--- config.mk ---
export PLATFORM = sky130hd
export DESIGN_NAME = uart_rx_fifo
export DESIGN_NICKNAME = d
export VERILOG_FILES = /design/src/rtl/uart_pkg.sv /design/src/rtl/uart_rx_timeout.sv /design/src/rtl/uart_rx_fifo.sv
export SDC_FILE = /design/constraint.sdc
export NUM_CORES = 1
export LEC_CHECK = 0
export ABC_AREA = 1
export ABC_CLOCK_PERIOD_IN_PS = 5400
export BUFFER_PORTS_ARGS = -buffer_cell sky130_fd_sc_hd__buf_2
export CORE_MARGIN = 2
export CORE_UTILIZATION = 39
export DETAILED_ROUTE_END_ITERATION = 6
export PLACE_DENSITY = 0.66
export SETUP_SLACK_MARGIN = 0.15
export SYNTH_ARGS = -nofsm -noshare
export SYNTH_HDL_FRONTEND = slang
export SYNTH_SLANG_ARGS = --single-unit
--- constraint.sdc ---
create_clock -name clk -period 5.4 [get_ports clk]
set_clock_uncertainty 0.1 [all_clocks]
set_input_delay 0.27 -clock clk [delete_from_list [all_inputs] [get_ports clk]]
set_output_delay 0.27 -clock clk [all_outputs]
set_load 0.005 [all_outputs]
--- src/rtl/uart_pkg.sv ---
// Shared types and constants for the UART receive path.
// Defines the stored FIFO entry layout, the trigger-level encoding and thresholds.

package uart_pkg;

    // One received character plus its per-character line errors.
    typedef struct packed {
        logic       bi;
        logic       fe;
        logic       pe;
        logic [7:0] data;
    } rx_entry_t;

    // Receive interrupt trigger-level select.
    typedef enum logic [1:0] {
        TRIG_LVL_1  = 2'b00,
        TRIG_LVL_4  = 2'b01,
        TRIG_LVL_8  = 2'b10,
        TRIG_LVL_14 = 2'b11
    } trig_lvl_e;

    localparam logic [7:0] TRIG_T1  = 8'd1;
    localparam logic [7:0] TRIG_T4  = 8'd4;
    localparam logic [7:0] TRIG_T8  = 8'd8;
    localparam logic [7:0] TRIG_T14 = 8'd14;

    // Occupancy threshold for a trigger level (before capacity clamping).
    function automatic logic [7:0] trig_threshold(input trig_lvl_e lvl);
        logic [7:0] thr;
        thr = TRIG_T1;
        unique case (lvl)
            TRIG_LVL_1:  thr = TRIG_T1;
            TRIG_LVL_4:  thr = TRIG_T4;
            TRIG_LVL_8:  thr = TRIG_T8;
            TRIG_LVL_14: thr = TRIG_T14;
            default:     thr = TRIG_T1;
        endcase
        return thr;
    endfunction

endpackage

--- src/rtl/uart_rx_timeout.sv ---
// Character-timeout counter for the receive FIFO.
// Ports: clk, rst (sync, high), baud_pulse (16x tick), empty, activity
// (push/pop/flush), timeout (held until next activity).

module uart_rx_timeout
    import uart_pkg::*;
#(
    parameter int TIMEOUT_TICKS = 640
) (
    input  logic clk,
    input  logic rst,
    input  logic baud_pulse,
    input  logic empty,
    input  logic activity,
    output logic timeout
);

    localparam int TW = $clog2(TIMEOUT_TICKS + 1);
    localparam logic [TW-1:0] LIMIT = TW'(TIMEOUT_TICKS);

    logic [TW-1:0] cnt_q, cnt_d;
    logic          timeout_q, timeout_d;

    always_comb begin
        cnt_d     = cnt_q;
        timeout_d = timeout_q;
        if (activity || empty) begin
            cnt_d     = '0;
            timeout_d = 1'b0;
        end else begin
            // Counter saturates at the limit so timeout stays asserted.
            if (baud_pulse && (cnt_q != LIMIT)) begin
                cnt_d = cnt_q + 1'b1;
            end
            if (cnt_d == LIMIT) begin
                timeout_d = 1'b1;
            end
        end
    end

    always_ff @(posedge clk) begin
        if (rst) begin
            cnt_q     <= '0;
            timeout_q <= 1'b0;
        end else begin
            cnt_q     <= cnt_d;
            timeout_q <= timeout_d;
        end
    end

    assign timeout = timeout_q;

endmodule

--- src/rtl/uart_rx_fifo.sv ---
// UART receive FIFO with per-entry error flags, overrun, trigger and timeout.
// Ports: clk, rst (sync, high), baud_pulse, push/din/pe_in/fe_in/bi_in from the
// receiver; pop, fifo_en, fifo_clr, trig_lvl, lsr_rd from the host; dout and
// head flags (fall-through), empty, full, count, overrun, trig, err_in_fifo,
// timeout. Define UART_RX_TIMEOUT_EN to build the character-timeout counter;
// otherwise timeout is tied to 0.

module uart_rx_fifo
    import uart_pkg::*;
#(
    parameter int DEPTH         = 16,
    parameter int TIMEOUT_TICKS = 640
) (
    input  logic                     clk,
    input  logic                     rst,
    input  logic                     baud_pulse,
    input  logic                     push,
    input  logic [7:0]               din,
    input  logic                     pe_in,
    input  logic                     fe_in,
    input  logic                     bi_in,
    input  logic                     pop,
    input  logic                     fifo_en,
    input  logic                     fifo_clr,
    input  logic [1:0]               trig_lvl,
    input  logic                     lsr_rd,
    output logic [7:0]               dout,
    output logic                     dout_pe,
    output logic                     dout_fe,
    output logic                     dout_bi,
    output logic                     empty,
    output logic                     full,
    output logic [$clog2(DEPTH):0]   count,
    output logic                     overrun,
    output logic                     trig,
    output logic                     err_in_fifo,
    output logic                     timeout
);

    localparam int AW = $clog2(DEPTH);
    localparam int CW = AW + 1;

    logic [AW-1:0]    wr_ptr_q, wr_ptr_d;
    logic [AW-1:0]    rd_ptr_q, rd_ptr_d;
    logic [CW-1:0]    count_q, count_d;
    logic [DEPTH-1:0] err_q, err_d;
    logic             overrun_q, overrun_d;
    logic             fifo_en_q;

    rx_entry_t        mem_q [DEPTH];
    rx_entry_t        wr_entry;
    rx_entry_t        head;

    logic [CW-1:0]    cap;
    logic             is_empty;
    logic             is_full;
    logic             flush;
    logic             do_push;
    logic             do_pop;
    logic             drop;

    logic [7:0]       thr_raw;
    logic [7:0]       thr_eff;
    logic [7:0]       cap8;
    logic [7:0]       count8;

    // A mode change flushes, exactly like an explicit clear.
    assign flush    = fifo_clr | (fifo_en ^ fifo_en_q);

    assign cap      = fifo_en ? CW'(DEPTH) : CW'(1);
    assign is_empty = (count_q == '0);
    assign is_full  = (count_q == cap);

    assign do_pop   = pop & ~is_empty & ~flush;
    // A full FIFO still accepts a push when a pop frees a slot the same cycle.
    assign do_push  = push & ~flush & (~is_full | do_pop);
    assign drop     = push & ~flush & is_full & ~do_pop;

    assign wr_entry = '{bi: bi_in, fe: fe_in, pe: pe_in, data: din};

    always_comb begin
        wr_ptr_d  = wr_ptr_q;
        rd_ptr_d  = rd_ptr_q;
        count_d   = count_q;
        err_d     = err_q;
        overrun_d = overrun_q;

        if (flush) begin
            wr_ptr_d = '0;
            rd_ptr_d = '0;
            count_d  = '0;
            err_d    = '0;
        end else begin
            // Clear the popped slot before setting the pushed one: when full
            // both pointers address the same slot.
            if (do_pop) begin
                rd_ptr_d        = rd_ptr_q + 1'b1;
                err_d[rd_ptr_q] = 1'b0;
            end
            if (do_push) begin
                wr_ptr_d        = wr_ptr_q + 1'b1;
                err_d[wr_ptr_q] = pe_in | fe_in | bi_in;
            end
            unique case ({do_push, do_pop})
                2'b10:   count_d = count_q + 1'b1;
                2'b01:   count_d = count_q - 1'b1;
                default: count_d = count_q;
            endcase
        end

        // A discarded push wins over a same-cycle LSR read.
        if (lsr_rd) begin
            overrun_d = 1'b0;
        end
        if (drop) begin
            overrun_d = 1'b1;
        end
    end

    always_ff @(posedge clk) begin
        if (rst) begin
            wr_ptr_q  <= '0;
            rd_ptr_q  <= '0;
            count_q   <= '0;
            err_q     <= '0;
            overrun_q <= 1'b0;
            fifo_en_q <= fifo_en;
        end else begin
            wr_ptr_q  <= wr_ptr_d;
            rd_ptr_q  <= rd_ptr_d;
            count_q   <= count_d;
            err_q     <= err_d;
            overrun_q <= overrun_d;
            fifo_en_q <= fifo_en;
        end
    end

    // Storage is not reset; validity is tracked by the pointers and count.
    always_ff @(posedge clk) begin
        if (!rst && do_push) begin
            mem_q[wr_ptr_q] <= wr_entry;
        end
    end

    assign head    = is_empty ? '0 : mem_q[rd_ptr_q];
    assign dout    = head.data;
    assign dout_pe = head.pe;
    assign dout_fe = head.fe;
    assign dout_bi = head.bi;

    assign empty       = is_empty;
    assign full        = is_full;
    assign count       = count_q;
    assign overrun     = overrun_q;
    assign err_in_fifo = |err_q;

    // Threshold is clamped to capacity so a level above DEPTH still fires.
    assign thr_raw = trig_threshold(trig_lvl_e'(trig_lvl));
    assign cap8    = 8'(cap);
    assign count8  = 8'(count_q);
    assign thr_eff = (thr_raw > cap8) ? cap8 : thr_raw;
    assign trig    = fifo_en ? (count8 >= thr_eff) : ~is_empty;

`ifdef UART_RX_TIMEOUT_EN
    uart_rx_timeout #(
        .TIMEOUT_TICKS (TIMEOUT_TICKS)
    ) u_timeout (
        .clk        (clk),
        .rst        (rst),
        .baud_pulse (baud_pulse),
        .empty      (is_empty),
        .activity   (push | pop | flush),
        .timeout    (timeout)
    );
`else
    logic unused_timeout_in;
    assign unused_timeout_in = baud_pulse ^ (TIMEOUT_TICKS == 0);
    assign timeout = 1'b0;
`endif

endmodule

==> qor.json <==
{
  "global_route": {
    "largest_net_degree_at_the_start_of_global_routing": 89,
    "use_met2": 0.285,
    "met3_usage": 0.0276,
    "initial_antenna_violation_count": 0,
    "globalRoute.busiestLayer": "met2",
    "first_pass_grt_wire_length_um": 33500,
    "grt_overflow_total": 0,
    "grt_pass1_vias": 6009,
    "grtUsageMet1": 0.246,
    "gr-usage-all-layers": 0.175
  },
  "clocking": {
    "cts_buffer_depth": 3,
    "cts_root_buf": "clkbuf_16",
    "postCtsSetupBuffers": 0,
    "clock_tree_from_tritoncts": "done",
    "clk_pin_slew_worst_paths_ns": 0.06,
    "htreeDepth": 1,
    "cts_inserted_buffers": 23,
    "clkLatencyLatePin_ns": 0.51,
    "clkSinkCount": 211
  },
  "route": {
    "antenna_violating_nets_post_route": 0,
    "vias_per_cell": 5.30,
    "first_pass_iters": 6,
    "drt_drc_violations_left": 0,
    "routed-via-count": 6307,
    "postRouteWirelength_um": 21800,
    "detail_route.iter0.violations": 516,
    "wire_length_per_cell_um": 18.3
  },
  "logic_synthesis": {
    "post-synth-top-area-fraction": 0.572,
    "synth.lib_cells_used.distinct": 39,
    "synth_top_cells_by_area": "edfxtp_1 57%, dfxtp_1 7.6%, nor2_1 5.8%",
    "synth_ff_type": "edfxtp_1",
    "number_of_synthesized_register_bits": 211,
    "synth-edff-count": 176,
    "syn-cell-area_um2": 9250,
    "ys_warn_count": 0,
    "synth.yosys.seq_area_share": 0.647,
    "synth-async-reset-ratio": 0,
    "post_synth_inst_count": 829,
    "yosysTopAreaCell": "edfxtp_1",
    "synthesis.area_per_instance_um2": 11.2,
    "synthesized_netlist_net_count": 867
  },
  "place": {
    "placed_cells": 1150,
    "gp_routability_congestion": 0.876,
    "detailedPlacementHpwl_um": 12700,
    "port_buffers": 40,
    "worst_setup_timing_slack_at_the_placement_stage_ns": 2.22
  },
  "critical_path": {
    "crit_start_category": "flip-flop",
    "worst_path_max_stage_delay_ns": 0.84,
    "timing.critical_path.to_type": "primary output",
    "critPathKind": "flip-flop to primary output",
    "critical_path_buf_inv_count": 3,
    "cp_top_family": "buffers and inverters",
    "r2r_cells": 7,
    "critical_path_required_ns": 5.03,
    "reg2reg_from": "count[1]",
    "timing.critical_path.arrival_ns": 2.96,
    "timing.reg2reg.setup_slack_ns": 2.23,
    "regToRegEndpoint": "mem_q[13][8]",
    "critical_path.cell_chain": "inv_2 > buf_4 > nor2_1 > o221ai_1 > nand3_1 > a21oi_1 > buf_2",
    "worst-path-max-fanout": 65,
    "worst_path_max_delay_cell": "inv_2"
  },
  "pwr": {
    "p_per_area_nw_per_um2": 314,
    "power.leakage_nw": 3.60,
    "ir_worst_vdd_mv": 0.183,
    "design_power_total_mw": 3.27
  },
  "layout": {
    "finish.net_count": 896,
    "layout_commonest_cell": "edfxtp_1",
    "drive_gt1_frac": 0.122,
    "area.growth.synth_to_final_pct": 12.5,
    "antennaDiodeCount": 0,
    "layout_common_cells": "176 x edfxtp_1, 138 x nor2_1, 75 x nand2_1",
    "layout.cells.non_filler": 1191
  },
  "floorplan": {
    "chipWidth_um": 158,
    "i_o_pin_total": 43,
    "die_h_um": 158,
    "floorplan.rows": 56,
    "fp.coreArea_um2": 23400,
    "effective_utilization_at_floorplan": 0.395,
    "design.die.area_um2": 25000
  },
  "timing": {
    "holdWs_ns": 0.0246,
    "number_of_pins_with_negative_max_slew_slack_in_the_final_report": 0,
    "unrepaired_setup_endpoints_after_global_routing": "no",
    "slew_headroom": 0.211,
    "setup_tns_ns": 0,
    "finalWorstPathRequiredPeriod_ns": 3.33,
    "endpoints_failing_setup": 0,
    "final-hold-violation-count": 0,
    "max_slew.worst_pin.slew_ns": 1.18,
    "timing.fmax_mhz": 300,
    "final_critical_path_setup_slack_ns": 2.07,
    "layout_worst_path_cycle_share": 0.617
  },
  "run": {
    "max-cap-violations": 0
  },
  "min_path": {
    "min_to": "mem_q[5][3]",
    "holdCritPathClass": "primary input to flip-flop",
    "hold_path_depth": 1,
    "hp-start": "din[3]"
  },
  "status": {
    "status": "completed"
  }
}
cells in the mapped netlist (2+ instances only):
library cell	n
a21oi_1	33
nand4_1	13
nor2_2	8
nand2_2	3
o221ai_1	44
clkbuf_1	30
buf_6	3
o21ai_0	59
nand3_2	2
o21a_1	2
edfxtp_1	176
o21bai_1	44
nor2_4	2
inv_1	51
nor2_1	143
nand2_1	75
nor4_1	4
nand3_1	51
inv_2	3
xor2_1	3
conb_1	2
o21ai_1	2
ha_1	16
buf_2	9
dfxtp_1	35
buf_4	3
state kept, by name (all words and copies together), names as in the netlist, named ones only:
signal     count
count          5
err_q         16
fifo_en_q      1
mem_q        176
overrun        1
rd_ptr_q       4
wr_ptr_q       4
routing by layer:
layer | vias up | routed length [um]
met5 | - | 0
met4 | 0 | 500
met3 | 32 | 1570
met2 | 208 | 10100
met1 | 3033 | 9580
li1 | 3034 | -
metrics by stage:
step            util  cell area [um^2]
2_1_floorplan      -              9250
3_3_place_gp   0.415              9700
3_5_place_dp   0.415              9700
4_1_cts        0.444             10400
5_1_grt        0.444             10400
6_report       0.444             10400
cell type report:
type                       instances  area [um^2]
fill                            2195        13000
sequential                       211         5990
multi-input combinational        517         2850
clock buffer                      29          608
tap                              319          399
timing repair buffer              51          288
inverter                          54          203
clock inverter                    10         68.8
power by group:
part | total [mW] | switching [mW] | leakage (nW) | internal (mW)
Combinational | 0.0854 | 0.0626 | 1.41 | 0.0228
Clock | 1.41 | 0.615 | 0.325 | 0.800
Sequential | 1.77 | 0.00201 | 1.87 | 1.76
logic make-up (layout without fill, tap and decap cells):
family / after synthesis / count (layout) / synth area share
flip-flops: 211 / 211 / 0.647
AO/OA/AOI/OAI: 188 / 188 / 0.134
adder cells (fa/ha/maj): 17 / 17 / 0.0238
AND/OR/NAND/NOR: 306 / 306 / 0.144
other: 2 / 2 / 0.000812
XOR/XNOR: 4 / 4 / 0.00379
buffers and inverters: 101 / 144 / 0.0460
worst max path at each step:
| stage | end | cells past startpoint |
|---|---|---|
| 6_report | dout[7] | 7 |
| 5_1_grt | dout[4] | 7 |
| 4_1_cts | dout[7] | 7 |
| 3_5_place_dp | mem_q[2][4] | 7 |
| 3_3_place_gp | mem_q[2][5] | 7 |
| 2_1_floorplan | count[4] | 14 |
repair_timing:
item                      in CTS  in global routing
resized for setup              0                  0
hold endpoints to repair       2                  0
hold buffers                   2                  0
Power figures use the tool's default switching activity.
